### src/rtl/mem_stage.sv
// ============================================================================
// mem_stage : RV32I MEM stage - data-memory handshake, load align/extend, MEM/WB reg
// Rev 1.0
// ============================================================================
`default_nettype none

package mem_stage_pkg;

  typedef enum logic [1:0] {
    WB_ALU  = 2'd0,
    WB_UIMM = 2'd1,
    WB_BR   = 2'd2
  } wb_sel_e;

  localparam logic [2:0] F3_B  = 3'b000;
  localparam logic [2:0] F3_H  = 3'b001;
  localparam logic [2:0] F3_W  = 3'b010;
  localparam logic [2:0] F3_BU = 3'b100;
  localparam logic [2:0] F3_HU = 3'b101;

  typedef struct packed {
    logic       mem_read;
    logic       mem_write;
    logic [2:0] funct3;
  } mem_ctrl_t;

  typedef struct packed {
    logic    reg_write;
    wb_sel_e wb_sel;
  } wb_ctrl_t;

  typedef struct packed {
    logic [31:0] inst;
    logic [31:0] pc;
    logic [63:0] order;
    logic        valid_s;
    mem_ctrl_t   mem_ctrl_s;
    wb_ctrl_t    wb_ctrl_s;
    logic [31:0] alu_out;
    logic [31:0] u_imm;
    logic        br_en;
    logic [31:0] rs2_v;
    logic [4:0]  rd;
  } ex_mem_stage_reg_t;

  typedef struct packed {
    logic [31:0] inst;
    logic [31:0] pc;
    logic [63:0] order;
    logic        valid_s;
    logic [4:0]  rd;
    logic        rd_we;
    logic [31:0] rd_v;
    logic [31:0] mem_addr;
    logic [3:0]  mem_rmask;
    logic [3:0]  mem_wmask;
    logic [31:0] mem_rdata;
    logic [31:0] mem_wdata;
  } mem_wb_stage_reg_t;

endpackage

module mem_stage
  import mem_stage_pkg::*;
#(
  parameter int unsigned MAX_WAIT = 0,
  parameter int unsigned CNT_W    = 8
) (
  input  logic              clk,
  input  logic              rst,
  input  ex_mem_stage_reg_t ex_mem_reg,
  output logic [31:0]       dmem_addr,
  output logic [3:0]        dmem_rmask,
  output logic [3:0]        dmem_wmask,
  output logic [31:0]       dmem_wdata,
  input  logic [31:0]       dmem_rdata,
  input  logic              dmem_resp,
  output logic              mem_stall,
  output logic              mem_err,
  output mem_wb_stage_reg_t mem_wb_reg
);

  typedef enum logic [0:0] {
    S_IDLE = 1'b0,
    S_WAIT = 1'b1
  } state_e;

  localparam logic [CNT_W-1:0] TO_CNT = CNT_W'((MAX_WAIT == 0) ? 0 : MAX_WAIT - 1);
  localparam bit               TO_EN  = (MAX_WAIT != 0);

  state_e            state_q;
  logic [CNT_W-1:0]  wait_cnt_q;
  logic [31:0]       addr_q;
  logic [31:0]       wdata_q;
  logic [3:0]        rmask_q;
  logic [3:0]        wmask_q;
  mem_wb_stage_reg_t mem_wb_q;

  logic              mem_op;
  logic              issue;
  logic              timeout;
  logic [1:0]        off;
  logic [4:0]        lane_sh;
  logic [3:0]        mask_c;
  logic [31:0]       addr_c;
  logic [31:0]       wdata_c;
  logic [31:0]       shifted;
  logic [31:0]       load_ext;
  mem_wb_stage_reg_t wb_pass;
  mem_wb_stage_reg_t wb_done;

  assign mem_op  = ex_mem_reg.valid_s &
                   (ex_mem_reg.mem_ctrl_s.mem_read | ex_mem_reg.mem_ctrl_s.mem_write);
  // Reset gates the combinational request so nothing leaks out while rst is low.
  assign issue   = rst & (state_q == S_IDLE) & mem_op;
  assign timeout = TO_EN & (wait_cnt_q == TO_CNT);

  assign off     = ex_mem_reg.alu_out[1:0];
  assign lane_sh = {off, 3'b000};
  assign addr_c  = {ex_mem_reg.alu_out[31:2], 2'b00};
  assign wdata_c = ex_mem_reg.rs2_v << lane_sh;

  always_comb begin
    mask_c = 4'b0000;
    case (ex_mem_reg.mem_ctrl_s.funct3[1:0])
      2'b00:   mask_c = 4'b0001 << off;
      2'b01:   mask_c = 4'b0011 << off;
      default: mask_c = 4'b1111;
    endcase
  end

  // EX/MEM is held during WAIT, so funct3 and the byte offset are still valid here.
  assign shifted = dmem_rdata >> lane_sh;

  always_comb begin
    load_ext = shifted;
    case (ex_mem_reg.mem_ctrl_s.funct3)
      F3_B:    load_ext = {{24{shifted[7]}}, shifted[7:0]};
      F3_H:    load_ext = {{16{shifted[15]}}, shifted[15:0]};
      F3_BU:   load_ext = {24'b0, shifted[7:0]};
      F3_HU:   load_ext = {16'b0, shifted[15:0]};
      default: load_ext = shifted;
    endcase
  end

  always_comb begin
    wb_pass         = '0;
    wb_pass.inst    = ex_mem_reg.inst;
    wb_pass.pc      = ex_mem_reg.pc;
    wb_pass.order   = ex_mem_reg.order;
    wb_pass.valid_s = ex_mem_reg.valid_s;
    wb_pass.rd      = ex_mem_reg.rd;
    wb_pass.rd_we   = ex_mem_reg.wb_ctrl_s.reg_write;
    case (ex_mem_reg.wb_ctrl_s.wb_sel)
      WB_UIMM: wb_pass.rd_v = ex_mem_reg.u_imm;
      WB_BR:   wb_pass.rd_v = {31'b0, ex_mem_reg.br_en};
      default: wb_pass.rd_v = ex_mem_reg.alu_out;
    endcase

    wb_done           = wb_pass;
    wb_done.valid_s   = 1'b1;
    wb_done.rd_we     = ex_mem_reg.wb_ctrl_s.reg_write & ~ex_mem_reg.mem_ctrl_s.mem_write;
    wb_done.rd_v      = ex_mem_reg.mem_ctrl_s.mem_write ? 32'b0 : load_ext;
    wb_done.mem_addr  = addr_q;
    wb_done.mem_rmask = rmask_q;
    wb_done.mem_wmask = wmask_q;
    wb_done.mem_rdata = (rmask_q != 4'b0000) ? dmem_rdata : 32'b0;
    wb_done.mem_wdata = (wmask_q != 4'b0000) ? wdata_q : 32'b0;
  end

  always_ff @(posedge clk or negedge rst) begin
    if (!rst) begin
      state_q    <= S_IDLE;
      wait_cnt_q <= '0;
      addr_q     <= '0;
      wdata_q    <= '0;
      rmask_q    <= '0;
      wmask_q    <= '0;
      mem_wb_q   <= '0;
    end else begin
      case (state_q)
        S_IDLE: begin
          if (mem_op) begin
            state_q    <= S_WAIT;
            wait_cnt_q <= '0;
            addr_q     <= addr_c;
            wdata_q    <= wdata_c;
            rmask_q    <= ex_mem_reg.mem_ctrl_s.mem_read  ? mask_c : 4'b0000;
            wmask_q    <= ex_mem_reg.mem_ctrl_s.mem_write ? mask_c : 4'b0000;
            mem_wb_q   <= '0;
          end else begin
            mem_wb_q   <= wb_pass;
          end
        end
        S_WAIT: begin
          if (dmem_resp) begin
            state_q  <= S_IDLE;
            mem_wb_q <= wb_done;
          end else if (timeout) begin
            state_q  <= S_IDLE;
            mem_wb_q <= '0;
          end else if (wait_cnt_q != {CNT_W{1'b1}}) begin
            wait_cnt_q <= wait_cnt_q + 1'b1;
          end
        end
        default: state_q <= S_IDLE;
      endcase
    end
  end

  assign dmem_addr  = (state_q == S_WAIT) ? addr_q  : addr_c;
  assign dmem_wdata = (state_q == S_WAIT) ? wdata_q : wdata_c;
  assign dmem_rmask = (issue & ex_mem_reg.mem_ctrl_s.mem_read)  ? mask_c : 4'b0000;
  assign dmem_wmask = (issue & ex_mem_reg.mem_ctrl_s.mem_write) ? mask_c : 4'b0000;

  // Stall releases in the resp or timeout cycle so EX/MEM advances on that edge.
  assign mem_stall  = issue | (rst & (state_q == S_WAIT) & ~dmem_resp & ~timeout);
  assign mem_err    = rst & (state_q == S_WAIT) & ~dmem_resp & timeout;
  assign mem_wb_reg = mem_wb_q;

endmodule

`default_nettype wire

### config.mk
export PLATFORM = sky130hd
export DESIGN_NAME = mem_stage
export DESIGN_NICKNAME = d
export VERILOG_FILES = /design/src/rtl/mem_stage.sv
export SDC_FILE = /design/constraint.sdc
export NUM_CORES = 1
export LEC_CHECK = 0
export CORE_AREA = 2 2 238 240
export CTS_CLUSTER_SIZE = 12
export DETAILED_ROUTE_END_ITERATION = 7
export DIE_AREA = 0 0 240 242
export GPL_ROUTABILITY_DRIVEN = 0
export PLACE_DENSITY = 0.55
export SYNTH_ARGS = -nofsm -noshare
export SYNTH_HDL_FRONTEND = slang
export SYNTH_SLANG_ARGS = --single-unit
### constraint.sdc
create_clock -name clk -period 3.2 [get_ports clk]
set_clock_uncertainty 0.05 [all_clocks]
set_input_delay 0.8 -clock clk [delete_from_list [all_inputs] [get_ports clk]]
set_output_delay 0.8 -clock clk [all_outputs]
set_load 0.005 [all_outputs]
Word-level counts from Yosys, hierarchy flattened
Index checks and enable logic that the tools add are counted.
{"block": "classes", "n_eq_ne": 7, "n_shift": 4, "n_mux": 18, "bitwise_logic": 13, "n_reduce_logical": 5}
{"operator": "$mux W271", "count": 2}
{"operator": "$pmux W271 S2", "count": 1}
{"operator": "$mux W32", "count": 5}
{"operator": "$pmux W32 S4", "count": 1}
{"operator": "$pmux W32 S2", "count": 1}
{"operator": "$shl A32 B5 Y32", "count": 1}
{"operator": "$shr A32 B5 Y32", "count": 1}
{"operator": "$mux W4", "count": 4}
{"operator": "$and A1 B1 Y1", "count": 8}
{"operator": "$pmux W4 S2", "count": 1}
{"operator": "$reduce_bool A4 Y1", "count": 2}
{"operator": "$eq A3 B3 Y1 const B", "count": 2}
{"operator": "$eq A2 B1 Y1 const B", "count": 2}
{"operator": "$shl A1 B2 Y4 const A", "count": 1}
{"operator": "$shl A2 B2 Y4 const A", "count": 1}
{"operator": "$eq A3 B1 Y1 const B", "count": 1}
{"operator": "$logic_not A3 Y1", "count": 1}
{"operator": "$not A1 Y1", "count": 3}
{"operator": "$eq A2 B2 Y1 const B", "count": 1}
{"operator": "$logic_not A2 Y1", "count": 1}
{"operator": "$mux W1", "count": 2}
{"operator": "$ne A2 B2 Y1 const B", "count": 1}
{"operator": "$or A1 B1 Y1", "count": 2}
{"operator": "$pmux W1 S2", "count": 1}
{"operator": "$reduce_and A2 Y1", "count": 1}
{"block": "word_totals", "ff_bits": 342, "input_bits": 274, "output_inout_bits": 345, "word_cells": 64}

Logic depth before layout (Yosys ltp)
Gate-level depths: netlist of run 1.
{"block": "depth", "ltp_word": 5, "ltp_mapped": 8, "depth_no_buf": 6}

Worst setup path before layout of run 1
OpenSTA, ideal clock, no wires.
{"block": "synth_timing", "path_type": "in2out", "start": "input port ex_mem_reg[70] (netlist bit)", "end": "output port dmem_wdata[21]", "arrival_ns": 1.957, "t_required_ns": 2.350, "slack_ns": 0.393, "cell_stages": 7, "n_path_buf": 4, "path_cell_list": "buf_6 > buf_2 > buf_6 > buf_2 > mux2i_1 > o21ai_0 > mux2_2"}
{"block": "synth_via", "elab_chain_cells": 2}
{"element": "start: declaration", "line_no": "71", "source": "input ex_mem_stage_reg_t ex_mem_reg,"}
{"element": "$shl A32 B5 Y32", "line_no": "121", "source": "assign wdata_c = ex_mem_reg.rs2_v << lane_sh;"}
{"element": "$mux W32", "line_no": "212", "source": "assign dmem_wdata = (state_q == S_WAIT) ? wdata_q : wdata_c;"}
{"element": "end: declaration", "line_no": "75", "source": "output logic [31:0] dmem_wdata,"}
Every way passes these cells.

Worst setup path after layout of run 1
{"block": "layout_timing", "start": "input port ex_mem_reg[8] (netlist bit)", "end": "output port dmem_wdata[11]"}
The elaborated chain is that of the path after synthesis.

==> impl_metrics.ini, run 1 <==
[run_status]
result_of_the_run = completed

[drt]
postRouteAntennaNets = 0
wl_per_cell_um = 23.04
route.detailed.vias_per_inst = 4.801
number_of_vias_after_detailed_routing = 12940
wirelength_mm = 62.08
first_iter_violations = 727
detail_route.drc_violations = 0
drt_first_pass_iters = 4

[worst_hold_path]
kind_of_path_behind_the_tightest_hold_check = in2async

[global_routing]
wire_length_of_the_first_global_routing_pass_mm = 90.12
antenna_violations_before_repair = 2
grt_pass1_vias = 13100
grt_max_degree = 152
grtUsageTotal_pct = 20.76
globalRoute.totalOverflow = 0

[pwr]
pwr_density_cell_mw_per_mm2 = 632.2
internal_power_mw = 10.50
power.total_mw = 14.94
power.combinational.fraction_pct = 30.9
p_leak_nw = 10.46
max_rail_drop_vdd_mv = 0.2939
power.clock.fraction_pct = 30.8
power_spent_charging_and_discharging_nets_mw = 4.436
switching_share_pct = 29.69
power.share.sequential_pct = 38.3

[timing]
minimum_period_implied_by_the_final_worst_setup_slack_ps = 3138
report.final.hold_viol_count = 0
worst_slew_pin_slew_ps = 950.2
timing.final.crit_share_pct = 98.06
setup_total_negative_slack_ps = 0
max_clock_freq_mhz = 318.7
rsz_0062_raised_after_global_routing = no
setup_violation_total_in_the_final_timing_report = 0
drv_slew = 0
slew_headroom_pct = 36.66
whs_ps = 53.67

[final_layout]
mostFrequentLayoutCell = clkdlybuf4s50_1
largest_reg_flops = 269
drive_above_1_share_pct = 12.55
most-common-layout-cells = 587 x clkdlybuf4s50_1, 339 x dfrtp_1, 205 x a22o_1
layout.area.seq_mm2 = 0.008512
final_net_count = 2184
filler_cell_count = 5359
design_area_mm2 = 0.02363
area_grow_syn2layout_pct = 59.76
final_core_utilization_pct = 42.40
multi_input_area_mm2 = 0.005847

[critical_path]
cp_endpoint_kind = output port
rr_endpoint = mem_wb_reg[147]$_DFFE_PN0P_
critPathMostFrequentCell = clkdlybuf4s50_1
worst_path_largest_cell_delay_ps = 540
critPathTopFamily = buffers and inverters
worst-path-stages = 5
startpoint = ex_mem_reg[8]
critPathMaxFanout = 2
critPathSlowestCell = clkdlybuf4s50_1
timing.critical_path.cells = clkdlybuf4s50_1 -> mux2i_2 -> buf_4 -> o31ai_2 -> clkdlybuf4s50_1
critical_path.reg2reg.startpoint = state_q$_DFF_PN0_
crit_required_ps = 2350
worst-path-buf-inv = 3
worstSetupPathType = in2out
ff2ff_path_depth = 6
worst-endpoint-arrival_ps = 2290
flop2flop_setup_slack_ps = 860
critPathLaunchType = input port

[floorplanning]
number_of_placed_i_o_pins = 619
die_w_um = 240
die_h_um = 242
dieArea_mm2 = 0.05808
design.core.area_mm2 = 0.05573
initial_core_util_pct = 26.54
placement_rows = 87

[synth]
post_synth_main_area_contributors = dfrtp_1 58%, a22o_1 12%, mux2i_1 4.8%, nand2_1 4.3%, mux2_2 4.1%
post-synth-top-area-fraction_pct = 57.52
synthDominantAreaCellType = dfrtp_1
syn-mean-instance-area_um2 = 11.57
ys_seq_elements = 340
yosys.cell_types.count = 47
ys_warn_count = 0
synth_area_mm2 = 0.01479
synth_cells = 1278
share_of_synthesized_area_occupied_by_flip_flops_and_latches_pct = 57.52

[clocking]
tritoncts.num_buffers = 40
cts.clk_slew.worst_paths_ps = 70
cts_hold_buffers = 0
cts_tree = built
ctsLongestPathBuffers = 3
clock-root-buffer = clkbuf_16
cts.sink_count = 340
cts_max_level = 2
clkLatencyLatePin_ps = 550

[placement]
port_buffers = 613
dpl_cell_area_mm2 = 0.02213
dp_hpwl_mm = 46.31

[run]
cap_viol_max_count = 0
## Yosys cell counts, drive strengths merged
master   count
o21ai       62
a22o       205
a211o        8
and3         1
nand4        1
o22ai       24
and4         1
a21oi       21
dfrtp      340
a32oi        2
inv          7
o2bb2ai      1
nor3         1
nand3b       1
mux2i       71
nand2b       3
nor4         2
conb         1
and3b        1
nor2b       49
a31oi        2
and2         8
or4          1
nor2        38
ha           2
o31ai       16
nand3        4
clkbuf      70
a22oi       30
o31a         1
mux2        55
a211oi      12
a221o        7
buf         48
o211ai       3
or2          3
a31o         1
o22a         6
nand2      169
## area by class of cell
type / instances / share of cell area [%]
Inverter: 7 / 0.1271
Timing Repair Buffer: 702 / 29.56
Clock buffer: 59 / 5.009
Sequential cell: 340 / 36.02
Antenna cell: 2 / 0.02118
Multi-Input combinational cell: 817 / 24.74
Tap cell: 756 / 4.003
Clock inverter: 12 / 0.5189
## what timing repair did
| item | in CTS | in global routing |
|---|---|---|
| endpoints found under the setup margin | 32 | 29 |
| gates resized for setup | 29 | 35 |
| pin swaps | 2 | 3 |
| buffers inserted | 3 | 1 |
## routing by layer
| layer | share of wire (%) | global-route usage [%] |
|---|---|---|
| met5 | 0.018 | 0 |
| met4 | 2.3 | 5.371 |
| met3 | 7.5 | 5.868 |
| met2 | 47 | 33.93 |
| met1 | 43 | 26.94 |
## power by group through the flow
stage | registers (mW) | logic [mW] | clock network, mW
floorplan | 5.71 | 1.70 | 0
global placement | 5.78 | 4.61 | 0
detailed placement | 5.79 | 4.63 | 0
CTS | 5.73 | 4.67 | 4.72
global route | 5.83 | 4.97 | 4.89
finish | 5.72 | 4.62 | 4.60
## cell families after synthesis
| group | Yosys count | share of synthesized area, % |
|---|---|---|
| AO/OA/AOI/OAI | 401 | 20.89 |
| adder cells (fa/ha/maj) | 2 | 0.1691 |
| buffers and inverters | 125 | 3.823 |
| flip-flops | 340 | 57.52 |
| multiplexers | 126 | 9.017 |
| other | 1 | 0.02535 |
| AND/OR/NAND/NOR | 283 | 8.552 |
## stage by stage
step           std cells  worst slack, ps
2_1_floorplan       1282            392.8
6_report            2695            62.16
5_1_grt             2693            3.288
3_3_place_gp        2618           -196.3
4_1_cts             2692            1.298
3_5_place_dp        2618           -180.1
## how the worst max path moves through the flow
stage | slack (ps) | to
after detailed placement | -180 | dmem_wdata[23]
after global routing | 3 | dmem_wdata[27]
after global placement | -200 | dmem_wdata[23]
after CTS | 1 | dmem_wdata[13]
final | 60 | dmem_wdata[11]
after floorplan | 390 | dmem_wdata[21]
Note: power is estimated with default switching activity, not from simulation.
==> inputs of run 2 (changes only) <==
==> config.mk (replaced) <==
export PLATFORM = sky130hd
export DESIGN_NAME = mem_stage
export DESIGN_NICKNAME = d
export VERILOG_FILES = /design/src/rtl/mem_stage.sv
export SDC_FILE = /design/constraint.sdc
export NUM_CORES = 1
export LEC_CHECK = 0
export CAP_MARGIN = 20
export CORE_AREA = 10 10 233 235
export CTS_CLUSTER_SIZE = 12
export DETAILED_ROUTE_END_ITERATION = 7
export DIE_AREA = 0 0 243 245
export GPL_ROUTABILITY_DRIVEN = 0
export PLACE_DENSITY = 0.61
export SETUP_SLACK_MARGIN = 0.2
export SYNTH_ARGS = -nofsm -noshare
export SYNTH_HDL_FRONTEND = slang
export SYNTH_SLANG_ARGS = --single-unit
==> run 2 against run 1 <==
First-iteration DRC count up 9.9%. Cell area about the same. Register-to-register slack better by 100 ps. Highest routed layer unchanged. Routed wire length up 9.4%. Worst setup slack better by 160 ps. Sequential share of layout area about the same. Clock-buffer cell count unchanged. Largest cell class unchanged.
==> impl_metrics.ini, run 2 (synthesis results as in run 1) <==
[drt]
detail_route.drc_violations = 0
number_of_vias_after_detailed_routing = 13260
postRouteAntennaNets = 0
first_iter_violations = 799
drt_first_pass_iters = 5
wirelength_mm = 67.94
route.detailed.vias_per_inst = 5.065
wl_per_cell_um = 25.95

[floorplanning]
die_w_um = 243
placement_rows = 82
initial_core_util_pct = 29.79
number_of_placed_i_o_pins = 619
die_h_um = 245
dieArea_mm2 = 0.05954
design.core.area_mm2 = 0.04966

[critical_path]
flop2flop_setup_slack_ps = 960
worstSetupPathType = in2out
critPathLaunchType = input port
critPathMaxFanout = 11
critPathCapture = dmem_wdata[29]
startpoint = ex_mem_reg[70]
cp_endpoint_kind = output port
critical_path.reg2reg.startpoint = state_q$_DFF_PN0_
worst-endpoint-arrival_ps = 2130
rr_endpoint = mem_wb_reg[139]$_DFFE_PN0P_
crit_required_ps = 2350
ff2ff_path_depth = 7

[global_routing]
grt_max_degree = 146
antenna_violations_before_repair = 8
wire_length_of_the_first_global_routing_pass_mm = 98.57
globalRoute.totalOverflow = 0
grt_pass1_vias = 13910
grtUsageTotal_pct = 21.84

[timing]
max_clock_freq_mhz = 335.6
minimum_period_implied_by_the_final_worst_setup_slack_ps = 2980
report.final.hold_viol_count = 0
timing.final.crit_share_pct = 93.11
setup_violation_total_in_the_final_timing_report = 0
rsz_0062_raised_after_global_routing = yes
slew_headroom_pct = 42.22
worst_slew_pin_slew_ps = 866.7
drv_slew = 0

[worst_hold_path]
kind_of_path_behind_the_tightest_hold_check = in2async

[pwr]
p_leak_nw = 10.70
max_rail_drop_vdd_mv = 0.3042
pwr_density_cell_mw_per_mm2 = 633.3
power.total_mw = 14.96

[final_layout]
drive_above_1_share_pct = 12.97
filler_cell_count = 4592
final_net_count = 2192
area_grow_syn2layout_pct = 59.72
mostFrequentLayoutCell = clkdlybuf4s50_1
final_core_utilization_pct = 47.58
largest_reg_flops = 269
most-common-layout-cells = 528 x clkdlybuf4s50_1, 339 x dfrtp_1, 205 x a22o_1

[run]
cap_viol_max_count = 0

[placement]
dp_hpwl_mm = 51.63
port_buffers = 613

[clocking]
cts.clk_slew.worst_paths_ps = 50
cts_max_level = 2
cts.sink_count = 340
tritoncts.num_buffers = 41
clkLatencyLatePin_ps = 560
ctsLongestPathBuffers = 3
cts_tree = built
clock-root-buffer = clkbuf_16

[run_status]
result_of_the_run = completed
[run 2: cell count changes in the layout (fill, tap and decap cells not counted), moves of 4 or more]
cell             delta
o21ai_1             -4
mux2i_4             +4
dlygate4sd2_1      +48
dlymetal6s2s_1      +5
clkdlybuf4s50_1    -59
clkbuf_8            -4
[run 2: worst max-delay path, stage by stage]
cell             delay [ps]
buf_4                   150
buf_12                  150
buf_6                   140
mux2_2                  350
a21oi_2                 170
o21ai_0                 100
clkdlybuf4s15_1         250
[run 2: per-stage QoR]
stage          setup WS (ps)  cells  TNS (ps)  instance area [um2]  hold WS, ps
2_1_floorplan          392.8   1282         0                14810        411.9
3_3_place_gp          -211.4   2529    -876.6                22000        423.4
3_5_place_dp          -219.4   2529     -1072                22000        428.7
4_1_cts                14.85   2611         0                23450        274.1
5_1_grt                176.6   2618         0                23630        310.0
6_report               220.3   2618         0                23630        286.9
[run 2: worst min-delay path by stage]
stage,slack (ps),depth (start not counted),to
floorplan,410,2,addr_q[10]$_DFFE_PN0P_
global placement,420,1,mem_wb_reg[120]$_DFFE_PN0P_
detailed placement,430,1,mem_wb_reg[120]$_DFFE_PN0P_
CTS,270,2,mem_wb_reg[97]$_DFFE_PN0P_
global route,310,2,mem_wb_reg[65]$_DFFE_PN0P_
finish,290,2,mem_wb_reg[65]$_DFFE_PN0P_
[run 2: timing repair]
| action | CTS | global route |
|---|---|---|
| gates cloned | 2 | 0 |
| setup buffers | 9 | 4 |
| pin swaps | 2 | 4 |
| hold buffers | 1 | 0 |
| setup endpoints to repair | 71 | 20 |
| resized for setup | 101 | 41 |
| endpoints found under the hold margin | 2 | 0 |
[run 2: cell type report]
class | instances | area (um2) | share of cell area [%]
antenna | 3 | 7.507 | 0.03178
clock inverter | 11 | 98.84 | 0.4184
tap | 672 | 840.8 | 3.559
multi-input combinational | 817 | 5918 | 25.05
clock buffer | 59 | 1186 | 5.021
sequential | 340 | 8512 | 36.03
inverter | 7 | 26.28 | 0.1112
timing repair buffer | 709 | 7036 | 29.78
[run 2: power breakdown]
part	switching, mW	internal, mW
registers	0.582	5.15
clock network	1.87	2.65
logic	2.09	2.61
total	4.55	10.4
[run 2: layer usage]
metal | up-vias | global-route usage, % | part of all wire (%)
met5 | - | 0 | 0.047
met4 | 4 | 5.109 | 1.7
met3 | 68 | 7.407 | 8.5
met2 | 577 | 36.84 | 49
met1 | 6655 | 26.48 | 41
li1 | 5957 | - | -
